===== config.mk =====
export PLATFORM = sky130hd
export DESIGN_NAME = cnn_ofm_reader
export DESIGN_NICKNAME = d
export VERILOG_FILES = /design/src/rtl/cnn_ofm_reader.sv
export SDC_FILE = /design/constraint.sdc
export NUM_CORES = 1
export LEC_CHECK = 0
export ABC_AREA = 1
export CAP_MARGIN = 20
export CORE_AREA = 3 3 96 98
export CTS_CLUSTER_DIAMETER = 30
export DETAILED_ROUTE_END_ITERATION = 16
export DIE_AREA = 0 0 99 101
export MAX_ROUTING_LAYER = met4
export PLACE_DENSITY = 0.72
export SLEW_MARGIN = 10
export SYNTH_ARGS = -nofsm -noshare
export SYNTH_HDL_FRONTEND = slang
export SYNTH_SLANG_ARGS = --single-unit

===== constraint.sdc =====
create_clock -name clk_i -period 3 [get_ports clk_i]
set_input_delay 0.45 -clock clk_i [delete_from_list [all_inputs] [get_ports clk_i]]
set_output_delay 0.45 -clock clk_i [all_outputs]
set_load 0.005 [all_outputs]

===== src/rtl/cnn_ofm_reader.sv =====
// cnn_ofm_reader: drains the CNN output buffer in (m,row,col) order onto a valid/ready stream.
// A 2-entry FIFO absorbs the one-cycle read latency so the stream sustains one beat per cycle.
module cnn_ofm_reader #(
    parameter int M_p = 4,
    parameter int R_p = 16,
    parameter int C_p = 16,
    parameter int width_p = 32,
    localparam int MW = (M_p > 1) ? $clog2(M_p) : 1,
    localparam int RW = (R_p > 1) ? $clog2(R_p) : 1,
    localparam int CW = (C_p > 1) ? $clog2(C_p) : 1
) (
    input  logic               clk_i,
    input  logic               reset_n_i,
    input  logic               start_i,
    output logic               rd_en_o,
    output logic [MW-1:0]      rd_m_o,
    output logic [RW-1:0]      rd_row_o,
    output logic [CW-1:0]      rd_col_o,
    input  logic [width_p-1:0] rd_data_i,
    output logic [width_p-1:0] data_o,
    output logic               valid_o,
    input  logic               ready_i,
    output logic               last_o,
    output logic               busy_o,
    output logic               done_o
);
    typedef enum logic [1:0] {IDLE, READ, FLUSH, DONE} state_t;

    state_t state, state_n;
    logic [MW-1:0] m;
    logic [RW-1:0] row;
    logic [CW-1:0] col;
    logic inflight, inflight_last;
    logic [width_p:0] mem [2];
    logic wr_ptr, rd_ptr;
    logic [1:0] count;
    logic pop, last_addr, col_wrap, row_wrap;

    assign col_wrap  = col == CW'(C_p - 1);
    assign row_wrap  = row == RW'(R_p - 1);
    assign last_addr = col_wrap && row_wrap && m == MW'(M_p - 1);
    assign valid_o   = count != 2'd0;
    assign pop       = valid_o & ready_i;
    assign data_o    = mem[rd_ptr][width_p-1:0];
    assign last_o    = valid_o & mem[rd_ptr][width_p];
    assign busy_o    = state != IDLE;
    assign done_o    = state == DONE;
    assign rd_m_o    = m;
    assign rd_row_o  = row;
    assign rd_col_o  = col;
    // Issue only if the slot freed by this cycle's pop keeps FIFO + in-flight within 2.
    assign rd_en_o   = state == READ && ({1'b0, count} + {2'b0, inflight}) < (3'd2 + {2'b0, pop});

    always_ff @(posedge clk_i or negedge reset_n_i)
        if (!reset_n_i) state <= IDLE;
        else            state <= state_n;

    always_comb begin
        state_n = state;
        case (state)
            IDLE:  state_n = start_i ? READ : IDLE;
            READ:  state_n = (rd_en_o && last_addr) ? FLUSH : READ;
            FLUSH: state_n = (pop && last_o && !inflight && count == 2'd1) ? DONE : FLUSH;
            DONE:  state_n = IDLE;
        endcase
    end

    always_ff @(posedge clk_i or negedge reset_n_i)
        if (!reset_n_i) begin
            m   <= '0;
            row <= '0;
            col <= '0;
        end else if (state == IDLE && start_i) begin
            m   <= '0;
            row <= '0;
            col <= '0;
        end else if (rd_en_o) begin
            col <= col_wrap ? '0 : col + 1'b1;
            if (col_wrap) row <= row_wrap ? '0 : row + 1'b1;
            if (col_wrap && row_wrap) m <= (m == MW'(M_p - 1)) ? '0 : m + 1'b1;
        end

    always_ff @(posedge clk_i or negedge reset_n_i)
        if (!reset_n_i) begin
            inflight      <= 1'b0;
            inflight_last <= 1'b0;
            wr_ptr        <= 1'b0;
            rd_ptr        <= 1'b0;
            count         <= 2'd0;
            for (int i = 0; i < 2; i++) mem[i] <= '0;
        end else begin
            inflight      <= rd_en_o;
            inflight_last <= rd_en_o & last_addr;
            if (inflight) begin
                mem[wr_ptr] <= {inflight_last, rd_data_i};
                wr_ptr      <= ~wr_ptr;
            end
            if (pop) rd_ptr <= ~rd_ptr;
            count <= count + {1'b0, inflight} - {1'b0, pop};
        end

    always_ff @(posedge clk_i)
        if (reset_n_i && inflight && !pop) assert (count < 2'd2);
endmodule


==> reports/qor.yml, run 1 <==
status:
  outcome: "finished clean"
final_layout:
  diodes: 0
  ratio_of_cells_with_drive_above_1_in_the_final_layout: 0.07468
  final_util: 0.5827
  synth_to_layout_area_growth_pct: 28.91
  final_nets: 587
synthesis:
  ys_ff_latch: 84
  synth_seq_area_share: 0.5439
  synth_top_area_cell: "dfrtp_1"
  synthesis.area_per_instance_sq_um: 8.258
  synth.area.top_cells: "dfrtp_1 54%, nand2_1 18%, o21ai_0 7.1%"
  synth_common_cells: "185 x nand2_1, 84 x dfrtp_1, 55 x o21ai_0"
  post-synth-top-area-fraction: 0.5439
  synth_most_common_cell: "nand2_1"
  synth_fp_nets: 511
  syn_area_sq_mm: 0.003865
  synth-edff-count: 0
  synth.lib_cells_used.distinct: 29
  count_of_mapped_cells_out_of_synthesis: 468
  postSynth.topFlopCell: "dfrtp_1"
  yosysWarningCount: 0
  synthArstFlopShare: 1.000
sta:
  totalNegativeSetupSlack_ns: 0
  setup-violations-final: 0
  timing_max_transition_violations_final: 0
  final_critical_path_setup_slack_ns: 0.4058
  max-slew-margin-rel: 0.5355
  worstMarginPinSlew_ns: 0.6967
  final_min_period_over_clock_period: 0.8647
  finalCriticalPeriod_ns: 2.594
  whs_ns: 0.04559
  fmaxAchievable_mhz: 385.5
  grt_setup_unrepaired: "false"
  fin_worst_skew_ns: 0.004189
  report.final.hold_viol_count: 0
worst_setup_path:
  cp_cell_sequence: "ha_1, ha_1, nand2_1, nand2_2, inv_2, clkdlybuf4s50_1"
  critical-path-max-stage-delay_ns: 0.51
  crit_top_cell: "ha_1"
  worstSetupEndpointType: "output port"
  critical_path.max_fanout: 7
  timing.critical_path.required_ns: 2.55
  critical_path_start_end_classification: "reg2out"
  dominant_delay_contributor_by_cell_family_on_the_critical_path: "buffers and inverters"
  arrival_ns: 2.14
  cp_slowest_cell: "clkdlybuf4s50_1"
  worstPathBufferInverterCount: 2
  start_kind: "flip-flop"
floorplanning:
  die_h_um: 101
  coreArea_sq_mm: 0.008551
  floorplan.io_pins: 83
  floorplan.die_area_sq_mm: 0.009999
  initial_utilization: 0.4520
  die_x_um: 99
  floorplan.rows: 34
hold_path:
  hold_path.class: "in2async"
global_routing:
  grt_start_max_net_pins: 85
  vias_in_the_first_global_route: 3083
  groute.usage.overall: 0.1789
  grt_overflow: 0
  grt_antenna_before_repair: 0
  grt_pass1_wl_um: 14190
clock_tree:
  cts_setup_buffers: 0
  clock-root-buffer: "clkbuf_8"
  cts_tree: "yes"
  cts.sinks: 84
  cts-resized-gates: 0
  htree_num_levels: 3
  cts.clk_slew.worst_paths_ns: 0.08
  cts_max_path_buffers: 2
  numCtsBuffers: 9
  clkLatencyLatePin_ns: 0.33
  cts_hold_buf: 0
placed_design:
  dp.final_hpwl_um: 5340
  detailedPlace.worstSlack_ns: 0.6629
  gp_routability_congestion: 0.7781
  portBuffers: 82
drt:
  post-route-drc-count: 0
  detail_route.vias_per_cell: 4.807
  route.detailed.wl_per_inst_um: 12.29
  drtIter0Drc: 160
  drt_wl_total_um: 8077
  dr_total_vias: 3158
  antenna_violating_nets_post_route: 0
  number_of_optimization_iterations_in_the_first_detailed_route_pass: 4
run:
  max-cap-violations: 0
power:
  power_leakage_nw: 2.540
  cellPowerDensity_mw_per_mm2: 1065
  vdd_ir_drop_max_mv: 0.6061
  total_power_mw: 5.305
==> layer usage <==
layer  vias to the layer above  part of all wire  global-route usage
li1                       1603                 -                   -
met1                      1465              0.47              0.2322
met2                        83              0.47              0.2846
met3                         7             0.050             0.04291
met4                         0            0.0089             0.04517
met5                         -                 0                   -
==> report_power, final <==
group | internal, mW | total (mW) | switching [mW]
Clock | 0.488 | 0.873 | 0.385
Sequential | 1.65 | 1.95 | 0.304
Combinational | 1.22 | 2.48 | 1.27
Total | 3.35 | 5.30 | 1.95
==> kinds of logic (layout without fill, tap and decap cells) <==
| group | Yosys count | in the layout | share of synthesized area |
|---|---|---|---|
| buf+inv | 70 | 151 | 0.07802 |
| fa+ha+maj | 7 | 7 | 0.02266 |
| simple gates | 228 | 228 | 0.2434 |
| xor+xnor | 5 | 5 | 0.01133 |
| flops | 84 | 84 | 0.5439 |
| compound gates | 74 | 74 | 0.1007 |
==> sequential cells by signal, indices dropped and copies added (netlist names), named ones only <==
| register | count |
|---|---|
| mem | 66 |
| rd_col_o | 4 |
| rd_row_o | 4 |
| count | 2 |
| rd_m_o | 2 |
| inflight | 1 |
| inflight_last | 1 |
| rd_ptr | 1 |
| state | 1 |
| wr_ptr | 1 |
==> area by class of cell <==
type,count,area (sq um)
tap,108,135.1
fill,798,3568
timing repair buffer,86,880.8
inverter,49,183.9
clock buffer,11,141.4
multi-input combinational,314,1464
clock inverter,5,75.07
sequential,84,2102
==> path summary, 6_finish.rpt <==
kind,startpoint,endpoint,slack [ns],depth (start not counted)
worst max-delay path,inflight$_DFF_PN0_,rd_en_o,0.41,6
worst min-delay path,reset_n_i,mem[30]$_DFFE_PN0P_,0.05,1
worst max register to register,inflight$_DFF_PN0_,rd_row_o[1]$_DFFE_PN0P_,1.41,8
worst min register to register,mem[0]$_DFFE_PN0P_,mem[0]$_DFFE_PN0P_,0.49,2
max in group asynchronous,reset_n_i,mem[14]$_DFFE_PN0P_,2.36,2
min in group clk_i,mem[0]$_DFFE_PN0P_,mem[0]$_DFFE_PN0P_,0.49,2
==> layout by cell type, fill, tap and decap left out, drive strengths merged <==
master	Yosys	routed
nand2	190	190
dfrtp	84	84
clkdlybuf4s50	0	81
o21ai	70	70
inv	49	49
nand3	19	19
nor2	12	12
clkbuf	12	11
ha	7	7
or2	5	5
buf	9	5
xor2	4	4
clkinv	0	3
a21oi	2	2
bufinv	0	2
o21a	1	1
xnor2	1	1
nor3	1	1
nand4	1	1
o22ai	1	1
==> per-stage QoR <==
step	cell area (sq um)	std cells
CTS	4935	655
detailed placement	4718	639
finish	4982	657
global placement	4718	639
floorplan	3865	468
global route	4982	657
No activity file was read; power rests on OpenSTA's default activity.
==> inputs of run 2 (changes only) <==
--- a/config.mk
+++ b/config.mk
@@ -12,7 +12,7 @@
 export DETAILED_ROUTE_END_ITERATION = 16
 export DIE_AREA = 0 0 99 101
 export MAX_ROUTING_LAYER = met4
-export PLACE_DENSITY = 0.72
+export PLACE_DENSITY = 0.81
 export SLEW_MARGIN = 10
 export SYNTH_ARGS = -nofsm -noshare
 export SYNTH_HDL_FRONTEND = slang
==> reports/qor.yml, run 2 (synthesis gave the netlist of run 1 again) <==
status:
  outcome: "finished clean"
clock_tree:
  cts.sinks: 84  # unchanged
  cts_setup_buffers: 0  # unchanged
  cts_max_path_buffers: 2  # unchanged
  clkLatencyLatePin_ns: 0.34  # about the same
  htree_num_levels: 3  # unchanged
  cts_hold_buf: 0  # unchanged
  cts_tree: "yes"
  cts.clk_slew.worst_paths_ns: 0.08  # about the same
  clock-root-buffer: "clkbuf_8"
  numCtsBuffers: 9  # unchanged
  cts-resized-gates: 0  # unchanged
drt:
  dr_total_vias: 3201  # +1.4%
  drt_wl_total_um: 8205  # +1.6%
  number_of_optimization_iterations_in_the_first_detailed_route_pass: 5  # +1
  antenna_violating_nets_post_route: 0  # unchanged
  post-route-drc-count: 0  # unchanged
  drtIter0Drc: 95  # -41%
  detail_route.vias_per_cell: 4.887  # +1.7%
  route.detailed.wl_per_inst_um: 12.53  # +1.9%
power:
  power_leakage_nw: 2.532  # -0.29%
  gate_power_share: 0.474  # +0.006
  vdd_ir_drop_max_mv: 0.5854  # -3.4%
  total_net_switching_power_mw: 1.965  # +0.55%
  internal-power_mw: 3.361  # +0.32%
  swShare: 0.3690  # +0.0005474
  seqPwrFrac: 0.367  # about the same
  power_frac_clock: 0.159  # -0.006
  cellPowerDensity_mw_per_mm2: 1070  # +0.48%
floorplanning:
  floorplan.io_pins: 83  # unchanged
  floorplan.rows: 34  # unchanged
  die_x_um: 99  # unchanged
  initial_utilization: 0.4520  # unchanged
  coreArea_sq_mm: 0.008551  # unchanged
  die_h_um: 101  # unchanged
  floorplan.die_area_sq_mm: 0.009999  # unchanged
sta:
  grt_setup_unrepaired: "false"
  final_min_period_over_clock_period: 0.8610  # -0.003712
  report.final.hold_viol_count: 0  # unchanged
  max-slew-margin-rel: 0.5422  # +0.006674
  totalNegativeSetupSlack_ns: 0  # unchanged
  final_critical_path_setup_slack_ns: 0.4169  # +0.01113 ns
  fin_worst_skew_ns: 0.007274  # +0.003085 ns
  setup-violations-final: 0  # unchanged
  finalCriticalPeriod_ns: 2.583  # -0.01113 ns
  worstMarginPinSlew_ns: 0.6867  # -0.01001 ns
  fmaxAchievable_mhz: 387.1  # +0.43%
  timing_max_transition_violations_final: 0  # unchanged
global_routing:
  grt_pass1_wl_um: 13620  # -4.0%
  vias_in_the_first_global_route: 3022  # -2.0%
  grt_busiest_layer: "met2"
  grt.met1_usage: 0.2232  # -0.009048
  groute.usage.overall: 0.1732  # -0.005660
  grt_overflow: 0  # unchanged
  grt_start_max_net_pins: 85  # unchanged
  global_route.usage.met2: 0.2717  # -0.01291
  gr_util_met3: 0.04083  # -0.002076
  grt_antenna_before_repair: 0  # unchanged
placed_design:
  portBuffers: 82  # unchanged
  detailedPlace.worstSlack_ns: 0.6822  # +0.01935 ns
  gp_routability_congestion: 0.8598  # +10%
  dp.final_hpwl_um: 5206  # -2.5%
worst_setup_path:
  timing.critical_path.required_ns: 2.55  # about the same
  start_kind: "flip-flop"
  critical_path.max_fanout: 7  # unchanged
  worstSetupEndpointType: "output port"
  critical_path_start_end_classification: "reg2out"
  arrival_ns: 2.13  # about the same
final_layout:
  largest_reg_flops: 66  # unchanged
  final_common_cell: "nand2_1"
  diodes: 0  # unchanged
  ratio_of_cells_with_drive_above_1_in_the_final_layout: 0.06947  # -0.005211
  final_nets: 587  # unchanged
  largest-register: "mem"
  fillerInstances: 770  # -3.5%
  mostFrequentLayoutCells: "184 x nand2_1, 84 x dfrtp_1, 81 x clkdlybuf4s50_1"
  synth_to_layout_area_growth_pct: 28.81  # about the same
hold_path:
  hold_path.class: "in2async"
run:
  max-cap-violations: 0  # unchanged
## run 2: final cells by class
class	count	area, sq um	share of cell area
clock buffer	12	145.1	0.02915
clock inverter	2	60.06	0.01206
inverter	49	183.9	0.03694
multi-input combinational	314	1464	0.2940
sequential	84	2102	0.4222
tap	108	135.1	0.02714
timing repair buffer	86	888.4	0.1784
## run 2: layer usage
layer,up-vias,share of wire
li1,1600,-
met1,1496,0.46
met2,93,0.47
met3,12,0.050
met4,0,0.013
met5,-,0
## run 2: per-stage QoR
stage	cell area (sq um)	utilization	hold WS, ns	instances	power (mW)
after floorplan	3865	-	0.1544	468	3.347
after global placement	4718	0.5518	0.4604	639	4.373
after detailed placement	4718	0.5518	0.4698	639	4.469
after CTS	4923	0.5758	0.3228	653	5.344
after global routing	4979	0.5822	0.06242	655	5.788
final	4979	0.5822	0.04912	655	5.326
## run 2: path summary, 6_finish.rpt
path / slack [ns] / startpoint / depth (start not counted) / to
max: 0.42 / inflight$_DFF_PN0_ / 6 / rd_en_o
min: 0.05 / reset_n_i / 1 / mem[26]$_DFFE_PN0P_
max reg2reg: 1.37 / count[1]$_DFF_PN0_ / 6 / count[1]$_DFF_PN0_
min reg2reg: 0.49 / mem[37]$_DFFE_PN0P_ / 2 / mem[37]$_DFFE_PN0P_
max in group asynchronous: 2.36 / reset_n_i / 2 / mem[1]$_DFFE_PN0P_
min in group clk_i: 0.49 / mem[37]$_DFFE_PN0P_ / 2 / mem[37]$_DFFE_PN0P_
## run 2: power groups by stage
stage	Clock, mW	Combinational [mW]	Sequential [mW]
2_1_floorplan	0	1.45	1.90
3_3_place_gp	0	2.43	1.94
3_5_place_dp	0	2.51	1.96
4_1_cts	0.870	2.53	1.95
5_1_grt	0.922	2.86	2.01
6_report	0.849	2.52	1.95
## run 2: critical path, stage by stage (launching register included)
cell             delay, ns
dfrtp_1               0.43
ha_1                  0.22
ha_1                  0.28
nand2_1               0.10
nand2_2               0.11
inv_2                 0.14
clkdlybuf4s50_1       0.51
==> inputs of run 3 (changes only) <==
==> constraint.sdc (replaced) <==
create_clock -name clk_i -period 3.2 [get_ports clk_i]
set_input_delay 0.48 -clock clk_i [delete_from_list [all_inputs] [get_ports clk_i]]
set_output_delay 0.48 -clock clk_i [all_outputs]
set_load 0.005 [all_outputs]
==> reports/qor.yml, run 3 (synthesis gave the netlist of run 1 again) <==
global_routing:
  vias_in_the_first_global_route: 3174  # +5.0%
  groute.usage.overall: 0.1770  # +0.003806
  grt_pass1_wl_um: 14070  # +3.3%
  grt_antenna_before_repair: 0  # unchanged
  grt_start_max_net_pins: 85  # unchanged
  grt_overflow: 0  # unchanged
drt:
  post-route-drc-count: 0  # unchanged
  dr_total_vias: 3209  # +0.25%
  drt_wl_total_um: 8254  # +0.60%
  number_of_optimization_iterations_in_the_first_detailed_route_pass: 6  # +1
  wl_met1_um: 3938  # +3.3%
  met3RoutedLength_um: 294  # -28%
  antenna_violating_nets_post_route: 0  # unchanged
  top_signal_layer_used: "met4"
  detail_route.vias_per_cell: 4.899  # +0.25%
  route.detailed.wl_per_inst_um: 12.60  # +0.60%
  drtIter0Drc: 128  # +35%
  route.met2.wl_um: 3928  # +1.4%
sta:
  fin_worst_skew_ns: 0.009104  # +0.001830 ns
  report.final.hold_viol_count: 0  # unchanged
  totalNegativeSetupSlack_ns: 0  # unchanged
  setup-violations-final: 0  # unchanged
  max-slew-margin-rel: 0.5471  # +0.004927
  finalCriticalPeriod_ns: 2.608
  worstMarginPinSlew_ns: 0.6793  # -0.007390 ns
  grt_setup_unrepaired: "false"
  fmaxAchievable_mhz: 383.5
  timing_max_transition_violations_final: 0  # unchanged
  final_min_period_over_clock_period: 0.8149
final_layout:
  stdcell_count: 655  # unchanged
  mostFrequentLayoutCells: "184 x nand2_1, 84 x dfrtp_1, 81 x clkdlybuf4s50_1"
  largest_reg_flops: 66  # unchanged
  diodes: 0  # unchanged
  final_nets: 586  # -0.17%
  largest-register: "mem"
  ratio_of_cells_with_drive_above_1_in_the_final_layout: 0.07130  # +0.001828
  final_common_cell: "nand2_1"
  synth_to_layout_area_growth_pct: 28.88  # about the same
  final_util: 0.5825  # about the same
worst_setup_path:
  worstPathBufferInverterCount: 2  # unchanged
  timing.reg2reg.setup_slack_ns: 1.62  # +0.25 ns
  critical_path.max_fanout: 7  # unchanged
  dominant_delay_contributor_by_cell_family_on_the_critical_path: "buffers and inverters"
  cp_slowest_cell: "clkdlybuf4s50_1"
  timing.reg2reg.worst_path_depth: 8  # +2
  crit_top_cell: "ha_1"
  worstSetupEndpointType: "output port"
  crit_cells: 6  # unchanged
  start_kind: "flip-flop"
  critical-path-max-stage-delay_ns: 0.51  # about the same
  cp_cell_sequence: "ha_1, ha_1, nand2_1, nand2_2, inv_2, clkdlybuf4s50_1"
  arrival_ns: 2.13  # about the same
  startpoint: "inflight$_DFF_PN0_"
  critical_path_start_end_classification: "reg2out"
  timing.rr.start: "inflight$_DFF_PN0_"
  timing.critical_path.required_ns: 2.72  # +0.17 ns
  r2r-end: "rd_row_o[1]$_DFFE_PN0P_"
floorplanning:
  die_h_um: 101  # unchanged
  coreArea_sq_mm: 0.008551  # unchanged
  initial_utilization: 0.4520  # unchanged
  floorplan.io_pins: 83  # unchanged
  die_x_um: 99  # unchanged
  floorplan.die_area_sq_mm: 0.009999  # unchanged
  floorplan.rows: 34  # unchanged
power:
  seqPwrFrac: 0.368  # about the same
  total_net_switching_power_mw: 1.852  # -5.8%
  gate_power_share: 0.468  # -0.006
  power_leakage_nw: 2.534  # about the same
  cellPowerDensity_mw_per_mm2: 1002  # -6.3%
  power_frac_clock: 0.164  # +0.005
  vdd_ir_drop_max_mv: 0.5107  # -13%
  swShare: 0.3709  # +0.001863
  internal-power_mw: 3.141  # -6.5%
clock_tree:
  clock-root-buffer: "clkbuf_8"
  numCtsBuffers: 9  # unchanged
  cts_max_path_buffers: 2  # unchanged
  cts-resized-gates: 0  # unchanged
  cts.clk_slew.worst_paths_ns: 0.08  # about the same
  htree_num_levels: 3  # unchanged
  clkLatencyLatePin_ns: 0.34  # about the same
  cts.sinks: 84  # unchanged
  cts_tree: "yes"
  cts_setup_buffers: 0  # unchanged
  cts_hold_buf: 0  # unchanged
placed_design:
  portBuffers: 82  # unchanged
  dp.final_hpwl_um: 5340  # +2.6%
  gp_routability_congestion: 0.8289  # -3.6%
  number_of_placed_cells_counting_well_taps: 638  # -0.16%
hold_path:
  hold_path.class: "in2async"
run:
  max-cap-violations: 0  # unchanged
status:
  outcome: "finished clean"
==> run 3: cell types whose count changed in the layout (fill, tap and decap cells not counted) <==
cell,change
clkinv_4,+1
clkinv_2,+1
buf_4,-1
clkbuf_1,-1
==> run 3: final cells by class <==
class,count,area (sq um)
clock buffer,11,141.4
clock inverter,4,73.82
fill,777,3570
inverter,49,183.9
multi-input combinational,314,1464
sequential,84,2102
tap,108,135.1
timing repair buffer,85,880.8
==> run 3: worst max-delay path by stage <==
| stage | to | slack (ns) |
|---|---|---|
| 4_1_cts | rd_en_o | 0.58 |
| 6_report | rd_en_o | 0.59 |
| 2_1_floorplan | rd_en_o | 1.56 |
| 3_3_place_gp | rd_en_o | 0.82 |
| 3_5_place_dp | rd_en_o | 0.83 |
| 5_1_grt | rd_en_o | 0.46 |
==> run 3: power by group through the flow <==
stage / combinational [mW] / sequential (mW) / clock [mW]
after detailed placement: 2.33 / 1.85 / 0
after global placement: 2.27 / 1.82 / 0
after floorplan: 1.36 / 1.78 / 0
final: 2.34 / 1.83 / 0.819
after global routing: 2.66 / 1.90 / 0.883
after CTS: 2.34 / 1.83 / 0.833
==> run 3: through the flow <==
step	cell area [sq um]	total power, mW	setup slack [ns]	hold WS [ns]
3_3_place_gp	4711	4.084	0.8248	0.4654
6_report	4981	4.992	0.5925	0.02329
2_1_floorplan	3865	3.138	1.565	0.1844
5_1_grt	4981	5.441	0.4568	0.02311
4_1_cts	4926	5.006	0.5751	0.3618
3_5_place_dp	4711	4.177	0.8347	0.4688
==> run 3: layer usage <==
metal / track usage / vias up
met2: 0.2918 / 82
met5: - / -
met1: 0.2267 / 1512
met3: 0.02976 / 13
li1: - / 1602
met4: 0.05042 / 0
